File: src/rtl/addsub_byte_sequencer_if.sv
// Request/response bus of the multi-byte add/subtract sequencer.
`timescale 1ns/1ps
interface addsub_byte_sequencer_if #(
    parameter int unsigned NBYTES = 4,
    parameter int unsigned LENW   = $clog2(NBYTES) + 1
);
    logic                  in_valid;
    logic                  in_ready;
    logic [8*NBYTES-1:0]   in_a;
    logic [8*NBYTES-1:0]   in_b;
    logic                  in_sub;
    logic [LENW-1:0]       in_len;

    logic                  out_valid;
    logic                  out_ready;
    logic [8*NBYTES-1:0]   out_sum;
    logic                  out_c;
    logic                  out_v;
    logic                  out_z;

    // Requester / result consumer side
    modport master (
        output in_valid, in_a, in_b, in_sub, in_len, out_ready,
        input  in_ready, out_valid, out_sum, out_c, out_v, out_z
    );

    // Sequencer side
    modport slave (
        input  in_valid, in_a, in_b, in_sub, in_len, out_ready,
        output in_ready, out_valid, out_sum, out_c, out_v, out_z
    );
endinterface

File: src/rtl/addsub_byte_sequencer.sv
// Multi-byte add/subtract sequencer: drives an external 8-bit adder one byte
// per cycle (LSB first), chains the carry and returns the result with C/V/Z.
`timescale 1ns/1ps
module addsub_byte_sequencer #(
    parameter int unsigned NBYTES = 4,
    parameter int unsigned LENW   = $clog2(NBYTES) + 1
) (
    input  logic                     clk,
    input  logic                     rst_n,
    input  logic                     flush,
    addsub_byte_sequencer_if.slave   bus,
    output logic [7:0]               add_a,
    output logic [7:0]               add_b,
    output logic                     add_ci,
    input  logic [7:0]               add_s,
    input  logic                     add_co
);
    localparam int unsigned IDXW = (NBYTES > 1) ? $clog2(NBYTES) : 1;

    typedef enum logic [1:0] {
        IDLE = 2'd0,
        RUN  = 2'd1,
        DONE = 2'd2
    } state_t;

    state_t                    state;
    state_t                    state_nxt;

    logic [NBYTES-1:0][7:0]    a_q;
    logic [NBYTES-1:0][7:0]    b_q;
    logic [NBYTES-1:0][7:0]    sum_q;
    logic [NBYTES-1:0][7:0]    sum_nxt;
    logic [NBYTES-1:0][7:0]    b_in;
    logic [IDXW-1:0]           idx;
    logic [IDXW-1:0]           idx_inc;
    logic [LENW-1:0]           len_q;
    logic [LENW-1:0]           len_eff;

    logic                      in_ready_q;
    logic                      out_valid_q;
    logic                      out_c_q;
    logic                      out_v_q;
    logic                      out_z_q;

    logic                      accept;
    logic                      last;

    assign bus.in_ready  = in_ready_q;
    assign bus.out_valid = out_valid_q;
    assign bus.out_sum   = sum_q;
    assign bus.out_c     = out_c_q;
    assign bus.out_v     = out_v_q;
    assign bus.out_z     = out_z_q;

    // Request decode: effective length, B' operand, handshake and last-byte flags
    always_comb begin
        len_eff = bus.in_len;
        if ((bus.in_len == '0) || (bus.in_len > LENW'(NBYTES))) begin
            len_eff = LENW'(NBYTES);
        end
        b_in    = bus.in_sub ? ~bus.in_b : bus.in_b;
        accept  = in_ready_q && bus.in_valid && !flush;
        last    = (LENW'(idx) == (len_q - LENW'(1)));
        idx_inc = idx + IDXW'(1);
        sum_nxt = sum_q;
        sum_nxt[idx] = add_s;
    end

    // State register
    always_ff @(posedge clk or negedge rst_n) begin
        if (!rst_n) begin
            state <= IDLE;
        end else begin
            state <= state_nxt;
        end
    end

    // Next-state logic; flush overrides every transition
    always_comb begin
        state_nxt = state;
        if (flush) begin
            state_nxt = IDLE;
        end else begin
            unique case (state)
                IDLE:    if (accept) state_nxt = RUN;
                RUN:     if (last) state_nxt = DONE;
                DONE:    if (out_valid_q && bus.out_ready) state_nxt = IDLE;
                default: state_nxt = IDLE;
            endcase
        end
    end

    // Handshake outputs registered from the upcoming state
    always_ff @(posedge clk or negedge rst_n) begin
        if (!rst_n) begin
            in_ready_q  <= 1'b1;
            out_valid_q <= 1'b0;
        end else begin
            in_ready_q  <= (state_nxt == IDLE);
            out_valid_q <= (state_nxt == DONE);
        end
    end

    // Datapath: operand capture, byte stepping, result/flag capture, adder gating
    always_ff @(posedge clk or negedge rst_n) begin
        if (!rst_n) begin
            a_q     <= '0;
            b_q     <= '0;
            sum_q   <= '0;
            idx     <= '0;
            len_q   <= '0;
            out_c_q <= 1'b0;
            out_v_q <= 1'b0;
            out_z_q <= 1'b0;
            add_a   <= '0;
            add_b   <= '0;
            add_ci  <= 1'b0;
        end else if (flush) begin
            add_a   <= '0;
            add_b   <= '0;
            add_ci  <= 1'b0;
        end else if (accept) begin
            a_q     <= bus.in_a;
            b_q     <= b_in;
            len_q   <= len_eff;
            idx     <= '0;
            sum_q   <= '0;
            add_a   <= bus.in_a[7:0];
            add_b   <= b_in[0];
            add_ci  <= bus.in_sub;
        end else if (state == RUN) begin
            sum_q <= sum_nxt;
            if (last) begin
                out_c_q <= add_co;
                out_v_q <= (add_a[7] == add_b[7]) && (add_s[7] != add_a[7]);
                out_z_q <= (sum_nxt == '0);
                add_a   <= '0;
                add_b   <= '0;
                add_ci  <= 1'b0;
            end else begin
                idx     <= idx_inc;
                add_a   <= a_q[idx_inc];
                add_b   <= b_q[idx_inc];
                add_ci  <= add_co;
            end
        end
    end
endmodule

File: src/flat_wrapper.sv
// flat-port wrapper written by rule: the top's interface ports become plain ports
module addsub_byte_sequencer_flat 
#(
    parameter int unsigned NBYTES = 4,
    parameter int unsigned LENW   = $clog2(NBYTES) + 1
)
  (clk, rst_n, flush, add_a, add_b, add_ci, add_s, add_co, bus_in_valid, bus_in_a, bus_in_b, bus_in_sub, bus_in_len, bus_out_ready, bus_in_ready, bus_out_valid, bus_out_sum, bus_out_c, bus_out_v, bus_out_z);
  addsub_byte_sequencer_if #(.NBYTES(NBYTES), .LENW(LENW)) bus_i ();
  input  logic clk;
  input  logic rst_n;
  input  logic flush;
  output logic [7:0] add_a;
  output logic [7:0] add_b;
  output logic add_ci;
  input  logic [7:0] add_s;
  input  logic add_co;
  input wire logic [$bits(bus_i.in_valid)-1:0] bus_in_valid;
  input wire logic [$bits(bus_i.in_a)-1:0] bus_in_a;
  input wire logic [$bits(bus_i.in_b)-1:0] bus_in_b;
  input wire logic [$bits(bus_i.in_sub)-1:0] bus_in_sub;
  input wire logic [$bits(bus_i.in_len)-1:0] bus_in_len;
  input wire logic [$bits(bus_i.out_ready)-1:0] bus_out_ready;
  output wire logic [$bits(bus_i.in_ready)-1:0] bus_in_ready;
  output wire logic [$bits(bus_i.out_valid)-1:0] bus_out_valid;
  output wire logic [$bits(bus_i.out_sum)-1:0] bus_out_sum;
  output wire logic [$bits(bus_i.out_c)-1:0] bus_out_c;
  output wire logic [$bits(bus_i.out_v)-1:0] bus_out_v;
  output wire logic [$bits(bus_i.out_z)-1:0] bus_out_z;
  assign bus_i.in_valid = bus_in_valid;
  assign bus_i.in_a = bus_in_a;
  assign bus_i.in_b = bus_in_b;
  assign bus_i.in_sub = bus_in_sub;
  assign bus_i.in_len = bus_in_len;
  assign bus_i.out_ready = bus_out_ready;
  assign bus_in_ready = bus_i.in_ready;
  assign bus_out_valid = bus_i.out_valid;
  assign bus_out_sum = bus_i.out_sum;
  assign bus_out_c = bus_i.out_c;
  assign bus_out_v = bus_i.out_v;
  assign bus_out_z = bus_i.out_z;
  addsub_byte_sequencer #(.NBYTES(NBYTES), .LENW(LENW)) u_core (.clk(clk), .rst_n(rst_n), .flush(flush), .bus(bus_i), .add_a(add_a), .add_b(add_b), .add_ci(add_ci), .add_s(add_s), .add_co(add_co));
endmodule
File: config.mk
export PLATFORM = sky130hd
export DESIGN_NAME = addsub_byte_sequencer_flat
export DESIGN_NICKNAME = d
export VERILOG_FILES = /design/src/rtl/addsub_byte_sequencer_if.sv /design/src/rtl/addsub_byte_sequencer.sv /design/src/flat_wrapper.sv
export SDC_FILE = /design/constraint.sdc
export NUM_CORES = 1
export LEC_CHECK = 0
export ABC_CLOCK_PERIOD_IN_PS = 3200
export BUFFER_PORTS_ARGS = -buffer_cell sky130_fd_sc_hd__buf_2
export CAP_MARGIN = 20
export CORE_AREA = 2 2 107 109
export CTS_CLUSTER_SIZE = 20
export DETAILED_ROUTE_END_ITERATION = 16
export DIE_AREA = 0 0 109 111
export PLACE_DENSITY = 0.79
export SLEW_MARGIN = 20
export SYNTH_ARGS = -nofsm -noshare
export SYNTH_HDL_FRONTEND = slang
export SYNTH_SLANG_ARGS = --single-unit
File: constraint.sdc
create_clock -name clk -period 3.2 [get_ports clk]
set_input_delay 0.64 -clock clk [delete_from_list [all_inputs] [get_ports clk]]
set_output_delay 0.64 -clock clk [all_outputs]
set_load 0.005 [all_outputs]
==> results.tsv <==
stage	metric	value	unit
clocking	cts_made_buffers	17	
run_status	outcome	finished clean	
yosys	synth_cell_types	40	
sta	finalWorstSetupSlack	0.790	ns
place	dp_slack	0.721	ns
sta	finalHoldViolCount	0	
sta	period_needed	2.41	ns
power_and_ir_drop	power.density	842	nW/um^2
power_and_ir_drop	power	6.02	mW
final_layout	final_nets	771	
clocking	clk_latency	0.41	ns
clocking	post-cts-setup-buffer-count	0	
detailed_routing	drc	0	
final_layout	syn2layout_area_growth	24.8	%
yosys	netlist.area_leader.share	54.2	%
sta	setup_violations	0	
floorplan	core-area	11100	sq um
yosys	async_reset_ff_share	100	%
final_layout	drive_above_1_share	28.9	%
detailed_routing	vias	4746	
yosys	synth_top_flop_cell	dfrtp_1	
setup_path	cp_max_fo	17	
yosys	synth_edf_count	0	
yosys	netlist_area	5730	sq um
place	dp.cells	806	
clocking	cts_hold_buf	0	
place	place_congestion	0.887	
setup_path	crit_arrival	2.65	ns
power_and_ir_drop	p_leak	3.68	nW
power_and_ir_drop	peakVddDrop	0.365	mV
final_layout	finalInstanceArea	7150	sq um
clocking	cts_resized	0	
sta	holdWs	0.208	ns
floorplan	placementRows	39	
yosys	synth-seq-cells	125	
clocking	cts_max_level	4	
global_routing	grt_usage	25.6	%
sta	fmax	415	MHz
sta	finalSetupTns	0	ns
sta	drv_slew	0	
setup_path	crit_path_start_kind	register	
yosys	syn_inst	557	
yosys	ys_seq_area_share	54.6	%
detailed_routing	firstDrtPassIters	5	
sta	clock_skew	0.00863	ns
floorplan	die-area	12100	sq um
detailed_routing	drt-initial-drc-count	431	
sta	rsz0062_at_grt	false	
final_layout	fin_util	64.6	%
yosys	yosysWarnings	0	
setup_path	worst-r2r-setup-slack	0.79	ns
setup_path	critPathKind	reg2reg	
place	numPortBuffers	135	
yosys	synth_top_area_cell	dfrtp_1	
detailed_routing	routedWlPerCell	17.7	um
detailed_routing	drt_wl_total	14800	um
setup_path	reg2reg_to	u_core.add_a[3]	
setup_path	reg2reg_depth	5	
setup_path	critPathCaptureType	register	
flow_run	maxCapViolCount	0	
yosys	synth.area.top_cells	dfrtp_1 (54%), nand2_1 (11%), mux4_2 (6.3%), a22o_1 (5.5%), xnor2_1 (3.8%)	
yosys	avgSynthCellArea	10.3	sq um
clocking	clockBufferDepth	2	
detailed_routing	postRouteAntennaNets	0	
clocking	cts_tree	built	
global_routing	grt_pass1_wl	23900	um
sta	finalCritPeriodShare	75.3	%
sta	relSlewSlack	40.5	%
clocking	root_buffer	clkbuf_16	
floorplan	die_h	111	um
floorplan	initial_utilization	51.7	%
global_routing	grt.overflow.total	0	
floorplan	ioPinCount	136	
global_routing	grt_pass1_vias	4836	
setup_path	crit_required	3.44	ns
detailed_routing	via_per_inst	5.66	
floorplan	die_w	109	um
final_layout	final_cells	839	
clocking	numClockSinks	125	
min_path	hold_path.class	in2async	
setup_path	r2r-start	u_core.idx[0]	
global_routing	grt_max_degree	87	
yosys	synth_nets	645	
global_routing	antenna_found_initial	0	
place	dpl_cell_area	6510	sq um
final_layout	diodes	0	
place	hpwl	9890	um
sta	tightestPinTransition	0.889	ns
clocking	clk_pin_slew_worst_paths	0.06	ns
## registers in the layout, indices dropped and copies added, names as in the netlist, 2 cells and up
register	cells
u_core.bus.out_sum	32
u_core.len_q	3
u_core.idx	2
u_core.b_q	32
u_core.state	2
u_core.add_a	8
u_core.add_b	8
u_core.a_q	32
## final cells by class
cell class,instances,area (sq um)
flip-flops and latches,125,3130
clock buffers,19,453
multi-input cells,385,2420
inverters,12,45.0
repair buffers,142,756
clock inverters,13,165
well taps,143,179
fillers,843,3930
## cell families (layout without fill, tap and decap cells)
logic type      count (synthesis)  count (layout)  share of synthesized area (%)
mux                            18              18                           6.66
buf+inv                        47             186                           3.23
simple gates                  219             219                           15.8
fa+ha+maj                       6               6                           1.31
xor+xnor                       35              35                           5.35
flops                         125             125                           54.6
compound gates                107             107                           13.0
## how the worst max path moves through the flow
stage	from	slack (ns)	to
2_1_floorplan	u_core.idx[0]	0.45	u_core.bus.out_z
3_3_place_gp	bus_in_valid	0.78	u_core.a_q[31]
3_5_place_dp	bus_in_valid	0.72	u_core.a_q[10]
4_1_cts	u_core.idx[0]	0.81	u_core.add_a[3]
5_1_grt	u_core.idx[0]	0.70	u_core.bus.out_z
6_report	u_core.idx[0]	0.79	u_core.add_a[3]
## report_power, final
part           switching (mW)  internal (mW)
registers               0.306           2.01
logic                   0.888          0.826
clock network           0.722           1.27
## synth_stat cells, drive strengths merged (5+ instances only)
master,instances
clkbuf,26
buf,9
nand2,166
dfrtp,124
o21ai,43
a22oi,5
inv,12
xor2,10
mux4,16
xnor2,25
or4,7
and3,5
nand3,13
a21oi,8
a22o,40
ha,6
nor2,15
## worst max-delay path, cell delays in order, from the launching register on
cell and delay [ns]:
dfrtp_1 0.41, inv_1 0.12, ha_1 0.85, mux4_2 0.43
a32oi_1 0.30, o21ai_0 0.13
## per-layer routing
| layer | global-route usage (%) | vias to the layer above | wire length (um) | part of all wire [%] |
|---|---|---|---|---|
| li1 | - | 2167 | - | - |
| met1 | 33.9 | 2306 | 6030 | 41 |
| met2 | 40.8 | 226 | 7320 | 49 |
| met3 | 5.17 | 47 | 982 | 6.6 |
| met4 | 11.5 | 0 | 489 | 3.3 |
| met5 | 0 | - | 0 | 0 |
## layout by cell type (no fill, tap or decap), types with 7 or more instances in the layout
master     instances
nor2_1            14
inv_1             12
nand3_1           13
o21ai_0           38
nand2_1          166
mux4_2            16
dfrtp_1          124
xor2_1            10
or4_1              7
a22o_1            36
buf_2            134
a21oi_1            7
xnor2_1           25
clkbuf_16         17
Power figures use the tool's default switching activity.
